--- config.mk ---
export PLATFORM = sky130hd
export DESIGN_NAME = cpu_fetch_unit_flat
export DESIGN_NICKNAME = d
export VERILOG_FILES = /design/src/rtl/cpu_pkg.sv /design/src/rtl/cpu_fetch_unit_if.sv /design/src/rtl/fetch_imem.sv /design/src/rtl/cpu_fetch_unit.sv /design/src/flat_wrapper.sv
export SDC_FILE = /design/constraint.sdc
export NUM_CORES = 1
export LEC_CHECK = 0
export ABC_CLOCK_PERIOD_IN_PS = 2800
export BUFFER_PORTS_ARGS = -buffer_cell sky130_fd_sc_hd__buf_2
export CORE_UTILIZATION = 60
export DETAILED_ROUTE_END_ITERATION = 8
export GPL_TIMING_DRIVEN = 0
export PLACE_DENSITY = 0.79
export SYNTH_ARGS = -nofsm -noshare
export SYNTH_HDL_FRONTEND = slang
export SYNTH_SLANG_ARGS = --single-unit
--- constraint.sdc ---
create_clock -name clk -period 2.8 [get_ports clk]
set_input_delay 0.28 -clock clk [delete_from_list [all_inputs] [get_ports clk]]
set_output_delay 0.28 -clock clk [all_outputs]
set_load 0.02 [all_outputs]
--- src/rtl/cpu_pkg.sv ---
// Shared definitions for the fetch and execute stages: instruction
// geometry, field positions, opcode constants and the fetch FSM state type.
package cpu_pkg;

    localparam int DATA_W = 8;
    localparam int DEPTH  = 16;
    localparam int ADDR_W = $clog2(DEPTH);

    // Instruction layout: {src[7:6], dst[5:4], opcode[3:0]}
    localparam int OPC_LSB = 0;
    localparam int OPC_MSB = 3;
    localparam int DST_LSB = 4;
    localparam int DST_MSB = 5;
    localparam int SRC_LSB = 6;
    localparam int SRC_MSB = 7;

    typedef logic [OPC_MSB-OPC_LSB:0] opcode_t;
    typedef logic [DST_MSB-DST_LSB:0] reg_sel_t;

    localparam opcode_t OP_NOP = 4'h0;
    localparam opcode_t OP_ADD = 4'h1;
    localparam opcode_t OP_SUB = 4'h2;

    typedef enum logic [1:0] {
        ST_LOAD    = 2'd0,
        ST_IDLE    = 2'd1,
        ST_READ    = 2'd2,
        ST_PRESENT = 2'd3
    } fetch_state_t;

    // Field extractors used by the execute stage when decoding.
    function automatic opcode_t instr_opcode(input logic [DATA_W-1:0] instr);
        return instr[OPC_MSB:OPC_LSB];
    endfunction

    function automatic reg_sel_t instr_dst(input logic [DATA_W-1:0] instr);
        return instr[DST_MSB:DST_LSB];
    endfunction

    function automatic reg_sel_t instr_src(input logic [DATA_W-1:0] instr);
        return instr[SRC_MSB:SRC_LSB];
    endfunction

endpackage

--- src/rtl/cpu_fetch_unit_if.sv ---
// Fetch -> execute link: instruction handshake, presented PC, and the
// branch redirect coming back from execute.
interface cpu_fetch_unit_if
    import cpu_pkg::*;
#(
    parameter int DATA_W = cpu_pkg::DATA_W,
    parameter int ADDR_W = cpu_pkg::ADDR_W
);

    logic [DATA_W-1:0] instr_out;
    logic              instr_valid;
    logic              instr_ready;
    logic              br_valid;
    logic [ADDR_W-1:0] br_target;
    logic [ADDR_W-1:0] pc_out;

    // Fetch side drives the instruction, execute side accepts and redirects.
    modport master (
        output instr_out,
        output instr_valid,
        output pc_out,
        input  instr_ready,
        input  br_valid,
        input  br_target
    );

    modport slave (
        input  instr_out,
        input  instr_valid,
        input  pc_out,
        output instr_ready,
        output br_valid,
        output br_target
    );

endinterface

--- src/rtl/fetch_imem.sv ---
// Program memory: DEPTH x DATA_W, one write port, one synchronous read
// port. Contents are intentionally not reset so it maps onto block RAM.
module fetch_imem #(
    parameter int DATA_W = 8,
    parameter int DEPTH  = 16,
    parameter int ADDR_W = $clog2(DEPTH)
) (
    input  logic              clk,
    input  logic              wr_en,
    input  logic [ADDR_W-1:0] wr_addr,
    input  logic [DATA_W-1:0] wr_data,
    input  logic              rd_en,
    input  logic [ADDR_W-1:0] rd_addr,
    output logic [DATA_W-1:0] rd_data
);

    logic [DATA_W-1:0] mem [DEPTH];

    // Write port and registered read port; read data holds when rd_en is low.
    always_ff @(posedge clk) begin
        if (wr_en) begin
            mem[wr_addr] <= wr_data;
        end
        if (rd_en) begin
            rd_data <= mem[rd_addr];
        end
    end

endmodule

--- src/rtl/cpu_fetch_unit.sv ---
// Instruction fetch stage. Programs are entered byte-by-byte from the DIP
// switches in load mode, then stepped out one instruction at a time to the
// execute stage over a valid/ready handshake with branch redirect support.
// Optional feature macro: FETCH_FREERUN_EN -- when defined, the free_run
// level fetches back-to-back; otherwise free_run is ignored.
module cpu_fetch_unit #(
    parameter int DATA_W = cpu_pkg::DATA_W,
    parameter int DEPTH  = cpu_pkg::DEPTH
) (
    input  logic                        clk,
    input  logic                        rst,
    input  logic                        load_mode,
    input  logic                        step,
    input  logic                        free_run,
    input  logic [DATA_W-1:0]           prog_din,
    output logic [$clog2(DEPTH):0]      prog_len,
    output logic                        prog_full,
    cpu_fetch_unit_if.master            fe
);

    import cpu_pkg::*;

    localparam int ADDR_W = $clog2(DEPTH);

    fetch_state_t       state_reg, state_next;
    logic [ADDR_W-1:0]  pc_reg, pc_next;
    logic [ADDR_W:0]    prog_len_reg, prog_len_next;

    logic               mem_wr_en;
    logic               mem_rd_en;
    logic [DATA_W-1:0]  mem_rd_data;

    logic               fetch_run;
    logic               run_go;
    logic               full_w;
    logic               have_prog;
    logic [ADDR_W-1:0]  pc_inc;
    logic [ADDR_W-1:0]  br_pc;

`ifdef FETCH_FREERUN_EN
    assign fetch_run = free_run & ~load_mode;
`else
    assign fetch_run = 1'b0;
    logic unused_free_run;
    assign unused_free_run = free_run;
`endif

    assign full_w    = (prog_len_reg == (ADDR_W+1)'(DEPTH));
    assign have_prog = (prog_len_reg != '0);
    // Free-running only makes sense with a program to run.
    assign run_go    = fetch_run & have_prog;

    // Sequential successor wraps at the last loaded word, not at DEPTH.
    assign pc_inc = (({1'b0, pc_reg} + (ADDR_W+1)'(1)) == prog_len_reg) ? '0
                                                                        : pc_reg + ADDR_W'(1);

    // Redirects outside the loaded program restart from the beginning.
    assign br_pc = ({1'b0, fe.br_target} < prog_len_reg) ? fe.br_target : '0;

    fetch_imem #(
        .DATA_W (DATA_W),
        .DEPTH  (DEPTH),
        .ADDR_W (ADDR_W)
    ) u_imem (
        .clk     (clk),
        .wr_en   (mem_wr_en),
        .wr_addr (prog_len_reg[ADDR_W-1:0]),
        .wr_data (prog_din),
        .rd_en   (mem_rd_en),
        .rd_addr (pc_reg),
        .rd_data (mem_rd_data)
    );

    // State, program counter and program length registers.
    always_ff @(posedge clk) begin
        if (rst) begin
            state_reg    <= ST_LOAD;
            pc_reg       <= '0;
            prog_len_reg <= '0;
        end else begin
            state_reg    <= state_next;
            pc_reg       <= pc_next;
            prog_len_reg <= prog_len_next;
        end
    end

    // Next-state logic: program entry, fetch sequencing, branch and handshake.
    always_comb begin
        state_next    = state_reg;
        pc_next       = pc_reg;
        prog_len_next = prog_len_reg;
        mem_wr_en     = 1'b0;
        mem_rd_en     = 1'b0;

        if (state_reg == ST_LOAD) begin
            if (!load_mode) begin
                state_next = ST_IDLE;
                pc_next    = '0;
            end else if (step && !full_w) begin
                mem_wr_en     = 1'b1;
                prog_len_next = prog_len_reg + (ADDR_W+1)'(1);
            end
        end else if (load_mode) begin
            // Re-entering program entry beats any branch or transfer.
            state_next    = ST_LOAD;
            prog_len_next = '0;
            pc_next       = '0;
        end else begin
            unique case (state_reg)
                ST_IDLE: begin
                    if (fe.br_valid) begin
                        pc_next    = br_pc;
                        state_next = run_go ? ST_READ : ST_IDLE;
                    end else if ((step || fetch_run) && have_prog) begin
                        state_next = ST_READ;
                    end
                end
                ST_READ: begin
                    mem_rd_en = 1'b1;
                    if (fe.br_valid) begin
                        // Squash the read in flight; refetch from the target.
                        pc_next    = br_pc;
                        state_next = run_go ? ST_READ : ST_IDLE;
                    end else begin
                        state_next = ST_PRESENT;
                    end
                end
                ST_PRESENT: begin
                    if (fe.instr_ready) begin
                        // Transfer completes; a simultaneous branch still steers the PC.
                        pc_next    = fe.br_valid ? br_pc : pc_inc;
                        state_next = run_go ? ST_READ : ST_IDLE;
                    end else if (fe.br_valid) begin
                        pc_next    = br_pc;
                        state_next = run_go ? ST_READ : ST_IDLE;
                    end
                end
                default: begin
                    state_next = ST_LOAD;
                end
            endcase
        end
    end

    // The RAM read register holds the presented word; outside PRESENT the
    // bus reads zero so reset and squash never expose stale or unknown data.
    assign fe.instr_valid = (state_reg == ST_PRESENT);
    assign fe.instr_out   = (state_reg == ST_PRESENT) ? mem_rd_data : '0;
    assign fe.pc_out      = pc_reg;
    assign prog_len       = prog_len_reg;
    assign prog_full      = full_w;

endmodule
--- src/flat_wrapper.sv ---
// flat-port wrapper written by rule: the top's interface ports become plain ports
module cpu_fetch_unit_flat import cpu_pkg::*;
#(
    parameter int DATA_W = cpu_pkg::DATA_W,
    parameter int DEPTH  = cpu_pkg::DEPTH
)
  (clk, rst, load_mode, step, free_run, prog_din, prog_len, prog_full, fe_instr_out, fe_instr_valid, fe_pc_out, fe_instr_ready, fe_br_valid, fe_br_target);
  cpu_fetch_unit_if #(.DATA_W(DATA_W)) fe_i ();
  input  logic clk;
  input  logic rst;
  input  logic load_mode;
  input  logic step;
  input  logic free_run;
  input  logic [DATA_W-1:0] prog_din;
  output logic [$clog2(DEPTH):0] prog_len;
  output logic prog_full;
  output wire logic [$bits(fe_i.instr_out)-1:0] fe_instr_out;
  output wire logic [$bits(fe_i.instr_valid)-1:0] fe_instr_valid;
  output wire logic [$bits(fe_i.pc_out)-1:0] fe_pc_out;
  input wire logic [$bits(fe_i.instr_ready)-1:0] fe_instr_ready;
  input wire logic [$bits(fe_i.br_valid)-1:0] fe_br_valid;
  input wire logic [$bits(fe_i.br_target)-1:0] fe_br_target;
  assign fe_instr_out = fe_i.instr_out;
  assign fe_instr_valid = fe_i.instr_valid;
  assign fe_pc_out = fe_i.pc_out;
  assign fe_i.instr_ready = fe_instr_ready;
  assign fe_i.br_valid = fe_br_valid;
  assign fe_i.br_target = fe_br_target;
  cpu_fetch_unit #(.DATA_W(DATA_W), .DEPTH(DEPTH)) u_core (.clk(clk), .rst(rst), .load_mode(load_mode), .step(step), .free_run(free_run), .prog_din(prog_din), .prog_len(prog_len), .prog_full(prog_full), .fe(fe_i));
endmodule
=== Word level (Yosys, flattened, before mapping) ===
Memory sizes are Yosys's and may differ from the RTL's. A register that Yosys moved wholly into a read port is not among the register bits.
Cells that the tools add are included.

* Register bits after elaboration: 11
* Bits in writable memories: 128
* Input bits: 19
* Output and inout port bits: 19
* Memories: 1

{| class="wikitable"
|+ Memory list
! name !! words !! width !! rd ports !! clocked after Yosys merged registers in !! write ports !! RTL line !! text
|-
| u_core.u_imem.mem || 16 || 8 || 1 || 1 || 1 || fetch_imem.sv:17 || <nowiki>logic [DATA_W-1:0] mem [DEPTH];</nowiki>
|}

* Add/subtract/negate cells: 3
* Magnitude comparators: 1
* Eq/ne operators: 9
* Multiplexer cells: 31
* Reductions and logical operators: 10

{| class="wikitable"
|+ Operators with widths
! kind !! count
|-
| $mux W4 || 8
|-
| $mux W5 || 4
|-
| $mux W2 || 8
|-
| $mux W1 || 8
|-
| $mux W8 || 1
|-
| $pmux W4 S2 || 1
|-
| $pmux W2 S3 || 1
|-
| $add A4 B1 Y5 const B || 1
|-
| $add A5 B1 Y5 const B || 1
|-
| $eq A5 B5 Y1 || 1
|-
| $eq A5 B5 Y1 const B || 1
|-
| $lt A4 B5 Y1 || 1
|-
| $ne A5 B2 Y1 const B || 1
|-
| $ne A5 B3 Y1 const B || 1
|-
| $reduce_bool A5 Y1 || 1
|-
| $add A4 B1 Y4 const B || 1
|-
| $eq A2 B2 Y1 const B || 2
|-
| $ne A2 B2 Y1 const B || 2
|-
| $reduce_and A2 Y1 || 2
|-
| $reduce_bool A4 Y1 || 1
|-
| $reduce_and A3 Y1 || 1
|-
| $eq A2 B1 Y1 const B || 1
|-
| $logic_and A1 B1 Y1 || 2
|-
| $logic_not A2 Y1 || 1
|-
| other kinds (2) || 2
|}

=== Longest topological paths before layout ===
* Depth in word-level cells: 8
* Mapped depth: 8
* Gate-level depth less buffers: 7

=== Hierarchy ===
A second synthesis with hierarchy kept.

* Cell total of the unflattened synthesis: 371
* Area total of the unflattened synthesis: 6302.3 um^2

{| class="wikitable"
|+ Modules (own cells, without submodules)
! module !! instances !! cells an instance !! area each (um^2)
|-
| fetch_imem || 1 || 229 || 5227.5
|-
| cpu_fetch_unit || 1 || 142 || 1074.8
|}

=== Worst setup path after synthesis ===
No wires, ideal clock.

* Kind: flip-flop to flip-flop
* From: register u_core.prog_len_reg[0], in the netlist u_core.prog_len[0]
* To: memory u_core.u_imem.mem[3][0], enable pin
* Data arrival time: 2.178 ns
* Slack: 0.238 ns
* Stages on the path, launching flop included: 8
* Path buffers: 0
* Path through: dfxtp_1 -> inv_1 -> ha_1 -> nand2_1 -> o31ai_2 -> nor2_1 -> nand2_1 -> nor3_1

* Cells in the longest elaborated chain, start to end: 8

{| class="wikitable"
|+ Ends and longest elaborated chain
! element !! RTL line !! text
|-
| start, declared || cpu_fetch_unit.sv:27 || <nowiki>logic [ADDR_W:0] prog_len_reg, prog_len_next;</nowiki>
|-
| start signal, assigned || cpu_fetch_unit.sv:83 || <nowiki>prog_len_reg <= prog_len_next;</nowiki>
|-
| $eq A5 B5 Y1 || cpu_fetch_unit.sv:48 || <nowiki>assign full_w = (prog_len_reg == (ADDR_W+1)'(DEPTH));</nowiki>
|-
| $logic_not A1 Y1 || cpu_fetch_unit.sv:99 || <nowiki>end else if (step && !full_w) begin</nowiki>
|-
| $logic_and A1 B1 Y1 || cpu_fetch_unit.sv:99 ||
|-
| $mux W1 || cpu_fetch_unit.sv:99 ||
|-
| $mux W1 || cpu_fetch_unit.sv:96 || <nowiki>if (!load_mode) begin</nowiki>
|-
| $mux W1 || cpu_fetch_unit.sv:95 || <nowiki>if (state_reg == ST_LOAD) begin</nowiki>
|-
| $mux W1 || fetch_imem.sv:21 || <nowiki>if (wr_en) begin</nowiki>
|-
| $mux W1 (not written as such) || fetch_imem.sv:22 || <nowiki>mem[wr_addr] <= wr_data;</nowiki>
|-
| end, declared || fetch_imem.sv:17 ||
|}

Parallel ways exist; a longest one is shown, timed or not.

=== Final worst setup path ===
* From: register u_core.prog_len_reg[1], in the netlist u_core.prog_len[1]
* To: memory u_core.u_imem.mem[1][2], enable pin

The elaborated chain is that of the path after synthesis.

==> impl_results.md <==
* Status: finished clean
* Sequential-to-total area share from yosys stat at 68.68%
* Yosys reg bits at 147
* Post-Route WL at 12,450 um
* Layout cells sized above 1 at 25.62%
* Leakage at 2.407 nW
* Sw Pwr at 1.046 mW
* Ant. Diodes at 0
* Yosys Warn Count at 0
* Simple logic cell fraction of the synthesized area at 5.231%
* Post-CTS setup buffer count at 0
* Largest register FFs at 128
* Post-synthesis mux area share at 16.33%
* P_int at 3.574 mW
* Switch share at 22.64%
* Worst vdd ir at 0.0004208 V
* Util after Layout at 72.56%
* Element type at the critical path start: flop
* Vias in the first global route at 3,142
* Post-Synth XOR/XNOR Area at 1.258%
* Final Max Slew Viols at 0
* Main combinational cell family by area after synthesis: multiplexers
* CTS tree: yes
* Number of buffers created by CTS at 17
* CP Data Required Time at 3.03 ns
* Logic pwr share at 3.1%
* Avg Synthesized Cell Area at 18.60 um^2
* DR WL/cell at 23.10 um
* Setup-failing EPs final at 0
* Initial Utilization at 62.96%
* GPL Wtd Cong at 0.8645
* Largest net degree at the start of global routing at 17
* Maximum fanout along the worst path at 9
* Cts hold-fix bufs at 0
* Worst-margin pin slew at 0.7680 ns
* I/O pin count at 38
* DRC viols at 0
* Site row count at 36
* Critical path type: flop to flop
* Dpl cells at 508
* Final ANT Viol Nets at 0
* Max cap viols at 0
* Core ar. at 9955 um^2
* Clock Tree Root: clkbuf_8
* Syn nets at 368
* Worst-path clk slew at 0.06 ns
* Clk buf depth at 2
* Non-filler instance count after layout at 539
* # clock sinks at 147
* DR pass1 iterations at 5
* Netlist area before placement at 6267 um^2
* Die W at 104.2 um
* Post-synthesis compound-gate area fraction at 4.033%
* IO buf count at 35
* Synthesis-to-layout area growth at 15.25%
* Flop pwr share at 52.3%
* GRT Overall Usage at 24.49%
* Die Y at 104.2 um
* Via count at 3,431
* Fillcell total at 560
* Cells after synthesis at 337
* First-pass GRT wire length at 18,630 um
* Initial antenna violation count at 0
* Hold slack at 0.1279 ns
* Max frequency at 371.9 MHz
* Adder-cell area share of the yosys netlist at 2.396%
* Setup crit end kind: flop
* H-tree depth at 4
* Final critical-path share of the clock period at 96.04%
* Clk network pwr share at 44.6%
* CTS resizes at 9
* Skew final at 0.009316 ns
* Power Dens Cells at 639.6 nW/um^2
* Hold Fails Final Rpt at 0
* Post-synth cell types at 39
* Post-route minimum period at 2.689 ns
* Max-slew headroom at 48.80%
* Worst skew pair latency at 0.52 ns
* Fin nets at 425
* Critical path arrival at 2.92 ns
* DRC violation total after the first TritonRoute iteration at 389
* Post-DP HPWL at 8114 um
* Min-Delay Path Class: primary input to flop
* Vias per inst at 6.365
* GRT overflow at 0
* Die ar. at 10,860 um^2
* RSZ-0062 raised after global routing: true
-- logic make-up after synthesis --
kind of cell,after synthesis
and+or+nand+nor,68
xor gates and xnor gates,9
buffers and inverters,25
DFF,147
muxes,41
AOI/OAI and AO/OA,35
adders and majority gates,12
-- worst max-delay path, stage by stage (launching register included) --
cell and delay (ns):
dfxtp_1 0.50, inv_1 0.16, ha_1 0.26, nand2_1 0.12, o31ai_2 0.11, nor2_2 0.29
nand2_1 0.24, nor3_2 0.46, buf_4 0.25
-- layout by cell type, fill, tap and decap left out, types with 7 or more instances in the layout --
cell / count
edfxtp_1: 136
buf_2: 37
mux4_1: 30
nand2_1: 16
clkbuf_16: 16
nor2_2: 12
ha_1: 12
and2_1: 11
dfxtp_1: 11
clkbuf_1: 10
mux4_2: 10
inv_1: 8
nor2_1: 7
o21ai_0: 7
nand3_1: 7
-- Yosys cell counts, drive strengths merged --
library cell  count  area, um^2
a2111oi           1       8.760
a211oi            2       15.01
a21boi            2       15.01
a21o              1       7.510
a21oi             5       25.02
a2bb2oi           1       8.760
a311oi            3       26.28
a31o              1       8.760
a31oi             2       12.51
a32o              3       30.03
and2             11       68.82
buf               7       62.55
clkbuf           10       37.54
dfxtp            11       220.2
edfxtp          136        4084
ha               12       150.1
inv               8       30.03
mux2i             1       10.01
mux4             40        1013
nand2            16       60.06
nand2b            2       12.51
nand3             7       35.03
nor2             19       71.32
nor3              7       40.04
nor4b             1       8.760
o2111ai           1       8.760
o21ai             8       40.03
o31a              3       26.28
o31ai             2       20.02
or3               5       31.28
xnor2             5       43.79
xor2              4       35.03
-- worst paths after layout --
check                                         from                                end  slack [ns]  depth (start not counted)
setup reg to reg   u_core.prog_len[1]$_SDFFE_PP0P_  u_core.u_imem.mem[1][2]$_DFFE_PP_        0.11                          8
hold / removal                           load_mode   u_core.state_reg[0]$_SDFFE_PP0P_        0.13                          3
setup / recovery   u_core.prog_len[1]$_SDFFE_PP0P_  u_core.u_imem.mem[1][2]$_DFFE_PP_        0.11                          8
hold reg to reg   u_core.state_reg[0]$_SDFFE_PP0P_   u_core.state_reg[0]$_SDFFE_PP0P_        0.52                          2
-- routing by layer --
metal | share of wire, % | track usage, % | vias up
met5 | 0 | 0 | -
met4 | 1.3 | 8.776 | 0
met3 | 7.6 | 5.827 | 20
met2 | 48 | 37.38 | 202
li1 | - | - | 1498
met1 | 43 | 35.10 | 1711
-- metrics by stage --
stage / area [um^2] / setup TNS, ns / total power [mW] / setup WS, ns
detailed placement: 6631 / -6.968 / 2.603 / -0.5072
CTS: 7199 / -1.247 / 4.631 / -0.06502
floorplan: 6267 / 0 / 2.535 / 0.2381
global placement: 6609 / -13.82 / 2.592 / -0.4410
global route: 7223 / -0.2776 / 4.740 / -0.06378
finish: 7223 / 0 / 4.620 / 0.1108
-- final cells by class --
| cell class | count | area [um^2] | area share [%] |
|---|---|---|---|
| clock inverter | 14 | 121.4 | 1.680 |
| sequential | 147 | 4304 | 59.59 |
| inverter | 8 | 30.03 | 0.4157 |
| buffer | 17 | 100.1 | 1.386 |
| clock buffer | 17 | 414.1 | 5.734 |
| multi-input combinational | 165 | 1889 | 26.16 |
| tap | 133 | 166.4 | 2.304 |
| timing repair buffer | 38 | 197.7 | 2.737 |
-- power groups by stage --
| stage | Combinational [mW] | Sequential, mW | Clock (mW) |
|---|---|---|---|
| 3_5_place_dp | 0.140 | 2.46 | 0 |
| 2_1_floorplan | 0.0701 | 2.46 | 0 |
| 4_1_cts | 0.142 | 2.42 | 2.07 |
| 5_1_grt | 0.157 | 2.42 | 2.17 |
| 6_report | 0.146 | 2.42 | 2.06 |
| 3_3_place_gp | 0.130 | 2.46 | 0 |
Note: power is estimated with default switching activity, not from simulation.
